**src/rtl/nonce_sweep_controller.sv**
```systemverilog
// Nonce sweep sequencer for one pipelined SHA-256d core: loads a work item, issues one nonce
// per cycle, drains the core pipeline and reports the first golden nonce, exhaustion or abort.
//
// state  | meaning
// IDLE   | waiting for work, work_ready high
// LOAD   | one-cycle core_load pulse with latched midstate / header tail
// SWEEP  | one nonce issued per cycle
// DRAIN  | issue stopped, CORE_LATENCY cycles for in-flight nonces to retire
// REPORT | result held on res_* until res_ready
module nonce_sweep_controller #(
  parameter int CORE_LATENCY = 2,
  parameter int CNT_W        = 33
) (
  input  logic         clk,
  input  logic         reset,
  input  logic         work_valid,
  output logic         work_ready,
  input  logic [255:0] work_midstate,
  input  logic [95:0]  work_data,
  input  logic [31:0]  work_nonce_start,
  input  logic [31:0]  work_nonce_count,
  input  logic         abort,
  output logic         core_load,
  output logic [255:0] core_midstate,
  output logic [95:0]  core_data,
  output logic         core_issue,
  output logic [31:0]  core_nonce,
  input  logic         core_hit,
  input  logic [31:0]  core_hit_nonce,
  output logic         res_valid,
  input  logic         res_ready,
  output logic         res_found,
  output logic         res_aborted,
  output logic [31:0]  res_nonce,
  output logic         busy
);

  localparam int DRAIN_W = (CORE_LATENCY < 2) ? 1 : $clog2(CORE_LATENCY);

  typedef enum logic [2:0] {
    IDLE,
    LOAD,
    SWEEP,
    DRAIN,
    REPORT
  } state_t;

  state_t             state_q;
  state_t             state_d;
  logic [255:0]       mid_q;
  logic [95:0]        data_q;
  logic [31:0]        next_q;
  logic [CNT_W-1:0]   rem_q;
  logic [DRAIN_W-1:0] drain_q;
  logic               found_q;
  logic               aborted_q;
  logic [31:0]        hit_nonce_q;
  logic               hit_take;
  logic               enter_drain;

  always_ff @(posedge clk or posedge reset) begin
    if (reset) begin
      state_q <= IDLE;
    end else begin
      state_q <= state_d;
    end
  end

  always_comb begin
    state_d     = state_q;
    work_ready  = 1'b0;
    core_load   = 1'b0;
    core_issue  = 1'b0;
    core_nonce  = '0;
    res_valid   = 1'b0;
    res_found   = 1'b0;
    res_aborted = 1'b0;
    res_nonce   = '0;
    case (state_q)
      IDLE: begin
        work_ready = 1'b1;
        if (work_valid) state_d = LOAD;
      end
      LOAD: begin
        core_load = 1'b1;
        if (abort || rem_q == '0) state_d = DRAIN;
        else                      state_d = SWEEP;
      end
      SWEEP: begin
        core_issue = 1'b1;
        core_nonce = next_q;
        if (rem_q == CNT_W'(1) || core_hit || abort) state_d = DRAIN;
      end
      DRAIN: begin
        if (drain_q == '0) state_d = REPORT;
      end
      REPORT: begin
        res_valid   = 1'b1;
        res_found   = found_q;
        res_aborted = aborted_q;
        res_nonce   = hit_nonce_q;
        if (res_ready) state_d = IDLE;
      end
      default: state_d = IDLE;
    endcase
  end

  assign busy          = (state_q != IDLE);
  assign core_midstate = mid_q;
  assign core_data     = data_q;

  // Only the first hit of a work item counts; the core may still report later ones while draining.
  assign hit_take    = (state_q == SWEEP || state_q == DRAIN) && core_hit && !found_q;
  assign enter_drain = (state_d == DRAIN) && (state_q != DRAIN);

  always_ff @(posedge clk or posedge reset) begin
    if (reset) begin
      mid_q       <= '0;
      data_q      <= '0;
      next_q      <= '0;
      rem_q       <= '0;
      drain_q     <= '0;
      found_q     <= 1'b0;
      aborted_q   <= 1'b0;
      hit_nonce_q <= '0;
    end else begin
      case (state_q)
        IDLE: begin
          if (work_valid) begin
            mid_q       <= work_midstate;
            data_q      <= work_data;
            next_q      <= work_nonce_start;
            rem_q       <= CNT_W'(work_nonce_count);
            found_q     <= 1'b0;
            aborted_q   <= 1'b0;
            hit_nonce_q <= '0;
          end
        end
        LOAD: begin
          if (abort) aborted_q <= 1'b1;
        end
        SWEEP: begin
          next_q <= next_q + 32'd1;
          rem_q  <= rem_q - CNT_W'(1);
          if (abort) aborted_q <= 1'b1;
        end
        REPORT: begin
          if (res_ready) begin
            found_q     <= 1'b0;
            aborted_q   <= 1'b0;
            hit_nonce_q <= '0;
          end
        end
        default: ;
      endcase

      if (hit_take) begin
        found_q     <= 1'b1;
        hit_nonce_q <= core_hit_nonce;
      end

      if (enter_drain) begin
        drain_q <= DRAIN_W'(CORE_LATENCY - 1);
      end else if (state_q == DRAIN && drain_q != '0) begin
        drain_q <= drain_q - DRAIN_W'(1);
      end
    end
  end

endmodule
```
**config.mk**
```make
export PLATFORM = sky130hd
export DESIGN_NAME = nonce_sweep_controller
export DESIGN_NICKNAME = d
export VERILOG_FILES = /design/src/rtl/nonce_sweep_controller.sv
export SDC_FILE = /design/constraint.sdc
export NUM_CORES = 1
export LEC_CHECK = 0
export CORE_AREA = 4 4 336 338
export CTS_CLUSTER_DIAMETER = 120
export DETAILED_ROUTE_END_ITERATION = 8
export DIE_AREA = 0 0 340 342
export DONT_BUFFER_PORTS = 1
export SLEW_MARGIN = 20
export SYNTH_ARGS = -nofsm -noshare
export SYNTH_HDL_FRONTEND = slang
export SYNTH_SLANG_ARGS = --single-unit
```
**constraint.sdc**
```tcl
create_clock -name clk -period 15.99 [get_ports clk]
set_clock_uncertainty 0.2 [all_clocks]
set_input_delay 2.3985 -clock clk [delete_from_list [all_inputs] [get_ports clk]]
set_output_delay 2.3985 -clock clk [all_outputs]
set_load 0.02 [all_outputs]
```
Yosys cells after proc, flatten, opt, wreduce, memory -nomap -nowiden
Cells that the tools add are included.
- output and inout port bits: 423
- register bits: 455
- muxes and demuxes: 30
- reduce and logical (&&, ||, !) cells: 21
- equal/unequal tests: 12
- $add $sub $neg: 3
- operators with widths (operator ; count):
    $mux 32 ; 6
    $pmux 32 s2 ; 2
    $pmux 33 s2 ; 1
    $eq 33x1->1 const B ; 1
    $logic_not 33->1 ; 1
    $mux 33 ; 1
    $sub 33x1->33 const B ; 1
    $add 32x1->32 const B ; 1
    $pmux 3 s5 ; 1
    $mux 1 ; 13
    $mux 3 ; 4
    $eq 3x2->1 const B ; 3
    $reduce_bool 3->1 ; 3
    $ne 3x3->1 const B ; 2
    $logic_and 1x1->1 ; 4
    $logic_or 1x1->1 ; 4
    $ne 2x2->1 const B ; 2
    $reduce_and 2->1 ; 2
    $reduce_and 4->1 ; 1
    $reduce_bool 2->1 ; 2
    $eq 3x1->1 const B ; 1
    $eq 3x3->1 const B ; 1
    $logic_not 3->1 ; 1
    $ne 3x2->1 const B ; 1
    other kinds (7) ; 7

Depth between registers and ports, before layout
Gate-level depths: netlist (run 1).
- depth after elaboration: 8
- mapped depth: 9

Least setup slack after synthesis (run 1)
Ideal clock, no wire load.
- path type: register to output
- start point: register state_q[2]
- end point: output core_nonce[24]
- arrival time: 1.935 ns
- slack: 11.456 ns
- stages on the path, launching flop included: 8
- path through: dfrtp_1 -> or3b_2 -> buf_2 -> inv_2 -> buf_4 -> buf_2 -> buf_2 -> and2_1
- word-level cells in the longest chain between the ends: 2
- ends and longest elaborated chain (item ; line ; text):
    start, declared ; 48 ; state_t state_q;
    start signal, assigned ; 65 ; state_q <= state_d;
    $eq 3x2->1 ; 79 ; case (state_q)
    $mux 32 ; 79 ;
    end, declared ; 27 ; output logic [31:0] core_nonce,
No other way between the ends.

Worst setup path after layout (run 1)
- start point: register state_q[1]
- end point: output core_nonce[11]
The elaborated chain is that of the path after synthesis.

==> impl_metrics.ini, run 1 <==
[clocking]
path_clk_slew_ns = 0.06
insertion_delay_ns = 0.60
cts.htree.levels = 2
clock-sinks = 455
cts_max_path_buffers = 3
cts_root_buf = clkbuf_16
cts_tree = done
cts_setup_buffers = 0
postCtsHoldBufs = 0
cts_buffers = 52
cts_resized = 0

[placement]
dp_worst_setup_slack_ns = 10.17
dp_hpwl_mm = 61.2
place_area_um2 = 20400
portBuffers = 0
gp_congestion = 0.845

[power_and_ir_drop]
power.static_leakage_nw = 10.7
irDropWorstVdd_mv = 0.101
power_density_nw_per_um2 = 240

[run]
cap_violations = 0

[critical_path]
cp-start-kind = flop
reg2reg_depth = 7
crit_start = state_q[1]
reg2reg_from = state_q[2]
cp-end-kind = primary output
critPathArrivalTime_ns = 3.35
path_class = reg2out
r2r_end = core_midstate[120]
worstPathRequired_ns = 13.39
rrSetupSlack_ns = 12.27
crit_path_max_fanout = 42

[yosys]
yosys.cell_types.count = 70
synthAdderAreaFrac = 0.00265
synth_top_family_by_area = simple AND/OR/NAND/NOR gates
netlist_instances = 2109
synth_simple_gate_area_frac = 0.289
dominantRegCellSynth = dfrtp_1
syn_avg_cell_area_um2 = 8.94
syn-num-nets = 2567
synthesis.area_um2 = 18900
synth_top_area_frac = 0.604
ys_top_cells_by_area = dfrtp_1 (60%), nand2_1 (22%), a22o_1 (1.5%)
async_flop_share = 1.00
yosys_warnings = 0
ys_seq_area_frac = 0.604
yosysTopAreaCell = dfrtp_1
synth-compound-area-share = 0.0668
synthMuxAreaShare = 0.00319
synth-seq-cells = 455
synth_edf_count = 0
synthXorXnorAreaFrac = 0.000929

[timing]
timing.final.max_slew_violations = 0
setup_slack_ns = 10.04
worst_slew_pin_slew_ns = 1.11
min_period_ns = 5.95
finalSetupViolCount = 0
slew_headroom = 0.250
period_share = 0.372
tns_ns = 0
hold_viol = 0
rsz0062_at_grt = no
max_freq_mhz = 168

[floorplan]
dieWidth_um = 340
fp.dieArea_um2 = 116000
die_h_um = 342
start_util = 0.171
core_um2 = 110000
io_pins = 877
rows = 122

[worst_hold_path]
hold_start = rem_q[32]
hold_depth = 1
hold_path_class = reg2reg
min_to = rem_q[32]

[global_route]
antenna_found_initial = 36
grt.total_usage = 0.129
grt_pass1_vias = 14700
grt_pass1_wl_mm = 110
grt_max_degree = 172
grt_overflow_total = 0

[detailed_routing]
viasPerCell = 4.12
dr.pass1.iters = 6
wl_mm = 79.8
num_vias = 14800
wl_per_cell_um = 22.2
drc = 0
ant_nets = 0
first_iter_violations = 1156

[layout]
finalNetCount = 2512
final_common_cell = nand2_1
fin_area_um2 = 22100
synthToLayoutAreaGrowth_pct = 17.1
final_cell_mix = nand2_1 (1107), dfrtp_1 (455), clkbuf_16 (53), nor2_1 (51), and3_1 (39)
drive_above_1_share = 0.0622

[outcome]
outcome = finished, final reports clean
## worst max-delay path, cell delays in order (launching register included)
cell and delay [ns]:
dfrtp_1 0.61, or3b_2 0.48, buf_4 0.29, inv_2 0.39, buf_4 0.49, nand2_1 0.22, inv_1 0.21
## flip-flops by register name, indices dropped and copies added, names as in the netlist
name           flops
drain_q            1
core_data         96
found_q            1
hit_nonce_q       32
rem_q             33
state_q            3
core_midstate    256
aborted_q          1
next_q            32
## cells in the mapped netlist (all sizes together) (3+ instances only)
cell type	number
or4	8
o22ai	8
nor3	24
a22o	33
mux2i	6
and3	40
and4	4
or3	4
inv	17
nand2	1107
and2	28
clkbuf	74
o21a	5
a22oi	5
o311ai	10
ha	4
o21ai	31
nand3	22
a311oi	5
buf	55
a31oi	5
o221a	3
a21o	4
a211oi	10
nand4	10
a221o	13
nor2	51
dfrtp	455
nor4	17
o211ai	6
a21oi	18
## area by class of cell
cell class | instances | area [µm²]
fillers | 12100 | 88000
flip-flops and latches | 455 | 11400
multi-input cells | 1508 | 6870
well taps | 1488 | 1860
clock buffers | 73 | 1500
repair buffers | 20 | 191
clock inverters | 18 | 154
inverters | 17 | 71.3
diodes | 19 | 47.5
## logic make-up after synthesis
logic type	after synthesis
XOR/XNOR	2
multiplexers	6
adder cells (fa/ha/maj)	4
AO/OA/AOI/OAI	169
buffers and inverters	146
flip-flops	455
AND/OR/NAND/NOR	1327
## how the worst max path moves through the flow
stage,slack [ns],to,cells after the start
global route,9.82,core_nonce[11],6
global placement,10.23,hit_nonce_q[10],4
CTS,9.95,core_nonce[11],6
detailed placement,10.17,hit_nonce_q[10],4
finish,10.04,core_nonce[11],6
floorplan,0.71,aborted_q,1
## metal layers
metal  GRT usage  part of all wire  vias to the layer above
li1            -                 -                     6691
met1       0.141              0.35                     7257
met2       0.207              0.48                      729
met3      0.0722              0.14                      146
met4      0.0560             0.035                       12
met5           0           0.00095                        -
## stage by stage
stage          hold WS [ns]  cells  utilization  total power, mW
2_1_floorplan         0.250   2109            -             3.59
3_5_place_dp          0.271   3488        0.185             4.18
3_3_place_gp          0.277   3488        0.185             4.15
5_1_grt               0.302   3595        0.201             5.69
6_report              0.285   3598        0.201             5.31
4_1_cts               0.286   3579        0.200             5.40
## power breakdown
part	internal (mW)	total [mW]	switching [mW]	leakage, nW
combinational	0.443	1.34	0.893	4.29
clock	0.671	1.17	0.503	0.808
sequential	1.68	2.80	1.12	5.63
total	2.80	5.31	2.51	10.7
Power figures use the tool's default switching activity.
==> inputs of run 2 (changes only) <==
Clock period 15.99 ns to 5.7 ns, I/O delays scaled along.
==> run 2 against run 1 <==
Effect of this change: total power grew to 2.8 times the previous value; die area unchanged; clock-buffer cell count rose by 3.
==> impl_metrics.ini, run 2 (synthesized netlist as in run 1, its figures left out) <==
[critical_path]
reg2reg_from = state_q[2]
path_class = reg2out
cp-start-kind = flop
r2r_end = rem_q[18]
crit_path_max_fanout = 44
worstPathRequired_ns = 4.64
path_buf_inv = 3
critPathArrivalTime_ns = 2.91
path_cells = buf_4 -> or3b_2 -> inv_2 -> buf_4 -> and2_1
cp-end-kind = primary output
reg2reg_depth = 7
worst_path_most_repeated_cell = buf_4
cp_top_family = buffers and inverters
critPathMaxStageDelay_ns = 0.56
cpMaxStageDelayCell = inv_2
rrSetupSlack_ns = 2.56

[detailed_routing]
drc = 0
wl_per_cell_um = 21.1
wl_mm = 75.8
viasPerCell = 4.14
dr.pass1.iters = 5
first_iter_violations = 987
ant_nets = 0
num_vias = 14900

[layout]
finalNonFillerCells = 3594
finalNetCount = 2514
synthToLayoutAreaGrowth_pct = 17.7
postLayoutCoreUtil = 0.202
final_cell_mix = nand2_1 (1107), dfrtp_1 (455), clkbuf_16 (53), nor2_1 (51), and3_1 (39)
drive_above_1_share = 0.0615
largest_reg_flops = 256
final_common_cell = nand2_1

[global_route]
antenna_found_initial = 38
grt_pass1_wl_mm = 105
met2_usage = 0.194
globalRouteMet3Util = 0.0598
grt_max_degree = 160
grt.total_usage = 0.122
busiest_layer = met2
grt_pass1_vias = 14300
grt_overflow_total = 0
met1_usage = 0.145

[timing]
period_share = 0.696
setup_slack_ns = 1.74
rsz0062_at_grt = no
finalSetupViolCount = 0
hold_slack_ns = 0.141
timing.final.max_slew_violations = 0
slew_headroom = 0.189
worst_slew_pin_slew_ns = 1.21
min_period_ns = 3.97
max_freq_mhz = 252
hold_viol = 0

[outcome]
outcome = finished, final reports clean

[floorplan]
fp.dieArea_um2 = 116000
core_um2 = 110000
die_h_um = 342
start_util = 0.171
dieWidth_um = 340
io_pins = 877
rows = 122

[power_and_ir_drop]
power_density_nw_per_um2 = 668
power.static_leakage_nw = 10.8
irDropWorstVdd_mv = 0.267
finalPower_mw = 14.8

[clocking]
clock-sinks = 455
cts_tree = done
cts_root_buf = clkbuf_16
path_clk_slew_ns = 0.06
insertion_delay_ns = 0.62
cts.htree.levels = 2
cts_max_path_buffers = 3
cts_buffers = 52

[placement]
dp_hpwl_mm = 57.9
gp_congestion = 0.856
dp.cells = 3489
portBuffers = 0
dp_worst_setup_slack_ns = 2.37

[worst_hold_path]
hold_path_class = in2reg
hold_depth = 2
min_to = core_data[46]
hold_start = work_data[46]

[run]
cap_violations = 0
[run 2: per-layer routing]
metal	share of wire	vias to the layer above
li1	-	6691
met1	0.37	7202
met2	0.47	811
met3	0.13	151
met4	0.028	12
met5	0.00096	-
[run 2: timing repair]
| action | in CTS | in global routing |
|---|---|---|
| buffers inserted | 0 | 0 |
| gates resized for setup | 0 | 0 |
| hold endpoints to repair | 68 | 0 |
| hold buffers | 1 | 0 |
[run 2: power by group]
part           switching (mW)  internal [mW]
registers                2.90           4.73
clock network            1.41           2.00
logic                    2.52           1.26
total                    6.83           7.99
[run 2: worst max path at each step]
stage | to | from | slack (ns) | cells past startpoint
global placement | core_nonce[24] | state_q[2] | 2.41 | 5
floorplan | aborted_q | reset | -1.51 | 1
global route | core_nonce[28] | state_q[2] | 1.57 | 5
CTS | core_nonce[1] | state_q[2] | 1.68 | 5
detailed placement | core_nonce[1] | state_q[2] | 2.37 | 5
finish | core_nonce[1] | state_q[2] | 1.74 | 5
[run 2: stage by stage]
| step | instance area, µm² | TNS, ns |
|---|---|---|
| 5_1_grt | 22200 | 0 |
| 6_report | 22200 | 0 |
| 4_1_cts | 22200 | 0 |
| 3_3_place_gp | 20400 | 0 |
| 3_5_place_dp | 20400 | 0 |
| 2_1_floorplan | 18900 | -687.08 |
[run 2: final cells by class]
class	count	area [µm²]
repair buffers	22	268
flip-flops and latches	455	11400
clock buffers	76	1490
diodes	10	25.0
multi-input cells	1508	6870
well taps	1488	1860
inverters	17	67.6
clock inverters	18	226
fillers	12100	87900
[run 2: worst register-to-register path, stage by stage (launching register included)]
cell     delay, ns
dfrtp_1       0.36
buf_4         0.26
or3b_2        0.52
inv_2         0.56
buf_4         0.34
nand3_1       0.20
o311a_1       0.37
a221o_1       0.26
